[src/rtl/host_write_control_pkg.sv]
// Shared types and constants for the host-side packet RAM writer.
package host_write_control_pkg;

    localparam int PKT_W    = 134;
    localparam int BUFID_W  = 9;
    localparam int OFFS_W   = 7;
    localparam int INPORT_W = 4;
    localparam int ADDR_W   = BUFID_W + OFFS_W;
    localparam int DESC_W   = INPORT_W + BUFID_W;
    localparam int CNT_W    = 16;

    localparam int HEAD_BIT = 133;
    localparam int TAIL_BIT = 132;

    localparam logic [INPORT_W-1:0] RESERVED_INPORT = 4'hf;
    localparam logic [OFFS_W-1:0]   OFFS_MAX        = 7'h7f;

    localparam logic [2:0] ST_IDLE      = 3'd0;
    localparam logic [2:0] ST_WAIT_ACK  = 3'd1;
    localparam logic [2:0] ST_WAIT_DATA = 3'd2;
    localparam logic [2:0] ST_DESC      = 3'd3;
    localparam logic [2:0] ST_DISCARD   = 3'd4;

    typedef enum logic [2:0] {
        IDLE_S      = ST_IDLE,
        WAIT_ACK_S  = ST_WAIT_ACK,
        WAIT_DATA_S = ST_WAIT_DATA,
        DESC_S      = ST_DESC,
        DISCARD_S   = ST_DISCARD
    } state_t;

endpackage

[src/rtl/host_write_control.sv]
// Writes host RX beats into packet RAM at {bufid,offset} and issues {inport,bufid} descriptors.
// Optional HWC_DROP_NO_BUFID_EN: drop heads instead of stalling when no free bufid exists.
module host_write_control
    import host_write_control_pkg::*;
(
    input  logic                 i_clk,
    input  logic                 i_rst_n,
    input  logic [PKT_W-1:0]     iv_pkt_data,
    input  logic                 i_pkt_data_wr,
    output logic                 o_pkt_data_ready,
    input  logic [INPORT_W-1:0]  iv_pkt_inport,
    input  logic [BUFID_W-1:0]   iv_pkt_bufid,
    input  logic                 i_pkt_bufid_valid,
    output logic                 o_pkt_bufid_rd,
    output logic [ADDR_W-1:0]    ov_pkt_waddr,
    output logic [PKT_W-1:0]     ov_pkt_wdata,
    output logic                 o_pkt_wr,
    input  logic                 i_pkt_waddr_ack,
    output logic [DESC_W-1:0]    ov_pkt_descriptor,
    output logic                 o_pkt_descriptor_wr,
    input  logic                 i_descriptor_full,
    output logic [CNT_W-1:0]     ov_pkt_cnt,
    output logic [CNT_W-1:0]     ov_drop_cnt
);

    state_t state, next_state;

    logic [BUFID_W-1:0]  bufid_r;
    logic [INPORT_W-1:0] inport_r;
    logic [OFFS_W-1:0]   offset_r;
    logic [OFFS_W-1:0]   offset_next;
    logic                trunc_r;
    logic                last_tail_r;

    logic beat_fire, beat_head, beat_tail;
    logic take_head, write_next, ack_done, drop_evt, set_trunc, desc_fire;

    assign beat_fire   = i_pkt_data_wr & o_pkt_data_ready;
    assign beat_head   = iv_pkt_data[HEAD_BIT];
    assign beat_tail   = iv_pkt_data[TAIL_BIT];
    assign offset_next = offset_r + 7'd1;

    always_comb begin
        o_pkt_data_ready = 1'b0;
        case (state)
`ifdef HWC_DROP_NO_BUFID_EN
            IDLE_S:                 o_pkt_data_ready = 1'b1;
`else
            IDLE_S:                 o_pkt_data_ready = i_pkt_bufid_valid;
`endif
            WAIT_DATA_S, DISCARD_S: o_pkt_data_ready = 1'b1;
            default:                o_pkt_data_ready = 1'b0;
        endcase
    end

    always_ff @(posedge i_clk or negedge i_rst_n) begin
        if (!i_rst_n) state <= IDLE_S;
        else          state <= next_state;
    end

    always_comb begin
        next_state = state;
        take_head  = 1'b0;
        write_next = 1'b0;
        ack_done   = 1'b0;
        drop_evt   = 1'b0;
        set_trunc  = 1'b0;
        desc_fire  = 1'b0;
        case (state)
            IDLE_S: begin
                if (beat_fire) begin
                    if (beat_head && iv_pkt_inport != RESERVED_INPORT && i_pkt_bufid_valid) begin
                        take_head  = 1'b1;
                        next_state = WAIT_ACK_S;
                    end else if (beat_head) begin
                        drop_evt   = 1'b1;
                        next_state = beat_tail ? IDLE_S : DISCARD_S;
                    end else begin
                        drop_evt   = 1'b1;
                    end
                end
            end
            WAIT_ACK_S: begin
                if (i_pkt_waddr_ack) begin
                    ack_done   = 1'b1;
                    next_state = last_tail_r ? DESC_S : WAIT_DATA_S;
                end
            end
            WAIT_DATA_S: begin
                // Head bit is ignored mid-packet; beyond the last offset beats are only counted once.
                if (beat_fire) begin
                    if (offset_r != OFFS_MAX) begin
                        write_next = 1'b1;
                        next_state = WAIT_ACK_S;
                    end else begin
                        if (!trunc_r) begin
                            drop_evt  = 1'b1;
                            set_trunc = 1'b1;
                        end
                        if (beat_tail) next_state = DESC_S;
                    end
                end
            end
            DESC_S: begin
                if (!i_descriptor_full) begin
                    desc_fire  = 1'b1;
                    next_state = IDLE_S;
                end
            end
            DISCARD_S: begin
                if (beat_fire && beat_tail) next_state = IDLE_S;
            end
            default: next_state = IDLE_S;
        endcase
    end

    always_ff @(posedge i_clk or negedge i_rst_n) begin
        if (!i_rst_n) begin
            bufid_r        <= '0;
            inport_r       <= '0;
            offset_r       <= '0;
            trunc_r        <= 1'b0;
            last_tail_r    <= 1'b0;
            o_pkt_bufid_rd <= 1'b0;
            ov_pkt_waddr   <= '0;
            ov_pkt_wdata   <= '0;
            o_pkt_wr       <= 1'b0;
        end else begin
            o_pkt_bufid_rd <= take_head;
            if (take_head) begin
                bufid_r      <= iv_pkt_bufid;
                inport_r     <= iv_pkt_inport;
                offset_r     <= '0;
                trunc_r      <= 1'b0;
                last_tail_r  <= beat_tail;
                ov_pkt_waddr <= {iv_pkt_bufid, {OFFS_W{1'b0}}};
                ov_pkt_wdata <= iv_pkt_data;
                o_pkt_wr     <= 1'b1;
            end else if (write_next) begin
                offset_r     <= offset_next;
                last_tail_r  <= beat_tail;
                ov_pkt_waddr <= {bufid_r, offset_next};
                ov_pkt_wdata <= iv_pkt_data;
                o_pkt_wr     <= 1'b1;
            end else if (ack_done) begin
                o_pkt_wr     <= 1'b0;
            end
            if (set_trunc) trunc_r <= 1'b1;
        end
    end

    assign o_pkt_descriptor_wr = desc_fire;
    assign ov_pkt_descriptor   = desc_fire ? {inport_r, bufid_r} : '0;

    // Statistics counters wrap naturally at 16 bits.
    always_ff @(posedge i_clk or negedge i_rst_n) begin
        if (!i_rst_n) begin
            ov_pkt_cnt  <= '0;
            ov_drop_cnt <= '0;
        end else begin
            if (desc_fire) ov_pkt_cnt  <= ov_pkt_cnt + 16'd1;
            if (drop_evt)  ov_drop_cnt <= ov_drop_cnt + 16'd1;
        end
    end

endmodule

[config.mk]
export PLATFORM = sky130hd
export DESIGN_NAME = host_write_control
export DESIGN_NICKNAME = d
export VERILOG_FILES = /design/src/rtl/host_write_control_pkg.sv /design/src/rtl/host_write_control.sv
export SDC_FILE = /design/constraint.sdc
export NUM_CORES = 1
export LEC_CHECK = 0
export ABC_AREA = 1
export BUFFER_PORTS_ARGS = -buffer_cell sky130_fd_sc_hd__buf_4
export CAP_MARGIN = 0
export CORE_AREA = 10 10 185 187
export DETAILED_ROUTE_END_ITERATION = 10
export DIE_AREA = 0 0 195 197
export PLACE_DENSITY_LB_ADDON = 0.12
export SLEW_MARGIN = 20
export SYNTH_ARGS = -nofsm -noshare
export SYNTH_HDL_FRONTEND = slang
export SYNTH_SLANG_ARGS = --single-unit
[constraint.sdc]
create_clock -name i_clk -period 4.85 [get_ports i_clk]
set_clock_uncertainty 0.15 [all_clocks]
set_input_delay 0.97 -clock i_clk [delete_from_list [all_inputs] [get_ports i_clk]]
set_output_delay 0.97 -clock i_clk [all_outputs]
set_load 0.1 [all_outputs]
### Yosys cells after proc, flatten, opt, wreduce, memory -nomap -nowiden

Index checks and enable logic that the tools add are counted.

* output and inout bits: 199
* register bits after elaboration: 209
* input port bits: 153

* equality and inequality tests: 13
* bitwise operators: 1
* add/subtract/negate cells: 3
* muxes and demuxes: 44
* reduce and logical (&&, ||, !) cells: 9

Operator list (count)
* $mux 134: 2
* $add 16x1->16 const B: 2
* $mux 16: 2
* $mux 3: 10
* $mux 1: 24
* $pmux 3 s5: 1
* $mux 7: 2
* $mux 13: 1
* $ne 2x2->1 const B: 5
* $add 7x1->7 const B: 1
* $ne 7x7->1 const B: 1
* $reduce_and 7->1: 1
* $eq 3x2->1 const B: 2
* $ne 3x3->1 const B: 2
* $ne 4x4->1 const B: 1
* $pmux 1 s2: 2
* $reduce_bool 2->1: 2
* $eq 3x1->1 const B: 1
* $eq 3x3->1 const B: 1
* $logic_and 1x1->1: 3
* $logic_not 3->1: 1
* $reduce_bool 3->1: 1
* $reduce_or 2->1: 1
* $and 1x1->1: 1

### Longest topological paths before layout

* depth after elaboration: 8
* mapped depth: 13

### Least setup slack after synthesis

No wires, ideal clock.

* path kind: input-to-output
* start: in i_descriptor_full
* end: out ov_pkt_descriptor[0]
* arrival: 2.762 ns
* slack: 0.968 ns
* buffers on the path: 1
* stages: 4
* cells stage by stage: inv_1 -> nand4_1 -> clkbuf_1 -> nor2_1

* cells in the longest elaborated chain, start to end: 3

Ends and longest elaborated chain
* start: declaration: RTL line host_write_control.sv:21 `input logic i_descriptor_full,`
* $mux 1: RTL line host_write_control.sv:105 `if (!i_descriptor_full) begin`
* $mux 1: RTL line host_write_control.sv:69 `case (state)`
* $mux 13: RTL line host_write_control.sv:153 `assign ov_pkt_descriptor = desc_fire ? {inport_r, bufid_r} : '0;`
* end: declaration: RTL line host_write_control.sv:19 `output logic [DESC_W-1:0] ov_pkt_descriptor,`

No other way between the ends.

### Worst setup path in the final report

* start: in i_descriptor_full
* end: out o_pkt_descriptor_wr

* cells in the longest elaborated chain, start to end: 2

Ends and longest elaborated chain
* $mux 1: RTL line host_write_control.sv:105
* $mux 1: RTL line host_write_control.sv:69
* end: declaration: RTL line host_write_control.sv:20 `output logic o_pkt_descriptor_wr,`

No other way between the ends.

==> impl_results.md <==
* Status: finished clean
* First-pass iteration count of the detailed router at 6
* Ant. Diodes at 0
* Die H at 197 um
* Worst-Skew Late Latency at 0.52 ns
* Endpoints failing hold at 0
* Endpoint, Worst Hold: ov_pkt_wdata[79]$_DFFE_PN0P_
* Synth Area in Compound Gates at 0.00975
* Simple-gate share of the synthesized area at 0.327
* Largest family of logic cells by synthesized area: simple AND/OR/NAND/NOR gates
* Post-route ant nets at 0
* # rows at 64
* Kind of critical path: in2out
* Post-synth EDFFs at 0
* Final nets at 1,557
* Final instance area at 12,500 um2
* Peak Freq at 291 MHz
* Setup bufs post-CTS at 0
* Post_cts resized at 0
* Clock root buffer master: clkbuf_16
* Final Setup Violations at 0
* Rel. slew slack at 0.308
* Setup TNS at 0 ns
* DR vias/cell at 4.28
* MaxCap Viol Count at 0
* CP max FO at 12
* GRT Util Overall at 0.151
* Worst Reg-to-Reg Cells at 10
* Top_reg_cell synth: dfrtp_1
* Hold path cells at 2
* Cell variety after synth at 27
* Largest net degree at the start of global routing at 102
* Layout cells sized above 1 at 0.292
* WL/cell at 16.6 um
* Top post-synthesis cells by count: nand2_1, dfrtp_1, nand3_1, nor2_1, inv_1
* Reg2reg setup slack at 2.11 ns
* DR iter-0 viols at 314
* Count of input and output buffers at 351
* Pre-CTS WS at 1.42 ns
* TritonCTS Buffers at 26
* Fillers at 3,196
* Total number of yosys warnings at 0
* Area Overhead vs Synth at 43.3%
* Die X at 195 um
* RR Endpoint: ov_pkt_wdata[11]$_DFFE_PN0P_
* Sequential Area at 5030 um2
* Multiplexer share of the synthesized area at 0
* Worst Hold Class: reg2reg
* Net Count, Synth at 1,212
* Multi-input logic area at 3190 um2
* CTS tree: built
* Via count at 7,752
* Slack of the critical path at 1.42 ns
* Clk pin slew, worst setup/hold paths at 0.05 ns
* Xor/xnor cell area share of the yosys netlist at 0.0241
* WL final at 30,200 um
* Worst EP arrival at 2.31 ns
* Synth Instances at 1,056
* Vias in the first global route at 8,082
* Most frequent cell after synthesis: nand2_1
* Post-synthesis adder-cell area fraction at 0.00430
* Post-synth top area share at 0.576
* Setup crit start kind: primary input
* H-Tree Depth at 1
* RSZ-0062 raised after global routing: false
* Post-layout minimum cycle time at 3.43 ns
* Hold buffers post-CTS at 0
* # DRC at 0
* Final core utilization at 0.411
* Hold path startpoint: ov_pkt_wdata[79]$_DFFE_PN0P_
* Area contributors post-synth: dfrtp_1, nand2_1, nand3_1
* Hpwl dp at 22,100 um
* Critical Path End Type: output port
* Period utilization at 0.708
* #FFs+latches synth at 201
* Global-route wire length before repair at 47,100 um
* Floorplan core area at 30,400 um2
* Max clock buf depth at 3
* Worst Path Required at 3.73 ns
* Sequential-to-total area share from yosys stat at 0.576
* Cell taking the most area after synthesis: dfrtp_1
* Die footprint at 38,400 um2
* Slew Limit Fails at 0
* Slew @ Worst Pin at 1.04 ns
* # IOs at 352
* Placed inst area at 11,600 um2
* Gpl congestion at 0.794
* Post-synthesis async set-or-reset flop share at 1.00
* Syn Area/Cell at 8.27 um2
* Syn Std Cell Area at 8730 um2
* RR Startpoint: state[0]$_DFFE_PN0P_
* Initial Utilization at 0.287
* Antenna violations before repair at 0
* Clock sink total at 201
* Global route overflow at 0
area by class of cell:
type / instances / area share
inverters: 56 / 0.0170
multi-input cells: 756 / 0.255
clock inverters: 6 / 0.00670
repair buffers: 360 / 0.218
clock buffers: 38 / 0.0621
well taps: 396 / 0.0396
flip-flops and latches: 201 / 0.402
worst max path at each step:
| stage | startpoint | depth (start not counted) | end | slack (ns) |
|---|---|---|---|---|
| after global routing | state[2]$_DFFE_PN0P_ | 4 | o_pkt_descriptor_wr | 1.26 |
| final | i_descriptor_full | 5 | o_pkt_descriptor_wr | 1.42 |
| after floorplan | i_descriptor_full | 4 | ov_pkt_descriptor[0] | 0.97 |
| after global placement | i_descriptor_full | 5 | o_pkt_descriptor_wr | 1.45 |
| after CTS | state[2]$_DFFE_PN0P_ | 4 | o_pkt_descriptor_wr | 1.40 |
| after detailed placement | i_descriptor_full | 5 | o_pkt_descriptor_wr | 1.42 |
per-stage QoR:
stage          std cells  hold WS [ns]
6_report            1813         0.318
5_1_grt             1813         0.339
4_1_cts             1813         0.323
3_5_place_dp        1769         0.309
3_3_place_gp        1769         0.305
2_1_floorplan       1056         0.355
layer usage:
layer,track usage,routed length (um),up-vias
met1,0.182,12400,3539
met3,0.0782,3630,30
li1,-,-,3926
met5,0,0,-
met2,0.236,13700,257
met4,0.0328,443,0
cells by family after synthesis:
kind of cell | after synthesis
buffers and inverters | 99
adder cells (fa/ha/maj) | 3
flip-flops | 201
XOR/XNOR | 24
AO/OA/AOI/OAI | 17
AND/OR/NAND/NOR | 712
worst max-delay path: stages:
cell and delay, ns:
buf_4 0.11, inv_1 0.04, nand4_1 0.36, inv_1 0.45, buf_4 0.37
sequential cells by signal, summed over array words and instances (netlist names):
signal	flops
trunc_r	1
ov_pkt_waddr	16
bufid_r	9
o_pkt_bufid_rd	1
o_pkt_wr	1
ov_pkt_cnt	16
ov_pkt_wdata	134
ov_drop_cnt	16
inport_r	4
state	3
layout by cell type, fill, tap and decap left out, types with 2 or more instances in the layout:
master     instances
nor2_1            54
buf_4            358
clkbuf_8           7
nand4_1           13
xor2_1            15
inv_2              4
nor3_1            11
dfrtp_1          201
clkbuf_1           5
nor2_2             2
nand3_1           54
clkbuf_16         27
ha_1               3
nand2_1          560
nand2_2            4
bufinv_16          2
xnor2_1            9
o21ai_0           13
inv_1             50
clkinv_2           3
and2_1             9
a21oi_1            3
Power is left out: the tool's default activity adds up to more than one toggle a clock period on the data nets, which glitch-free logic cannot reach.
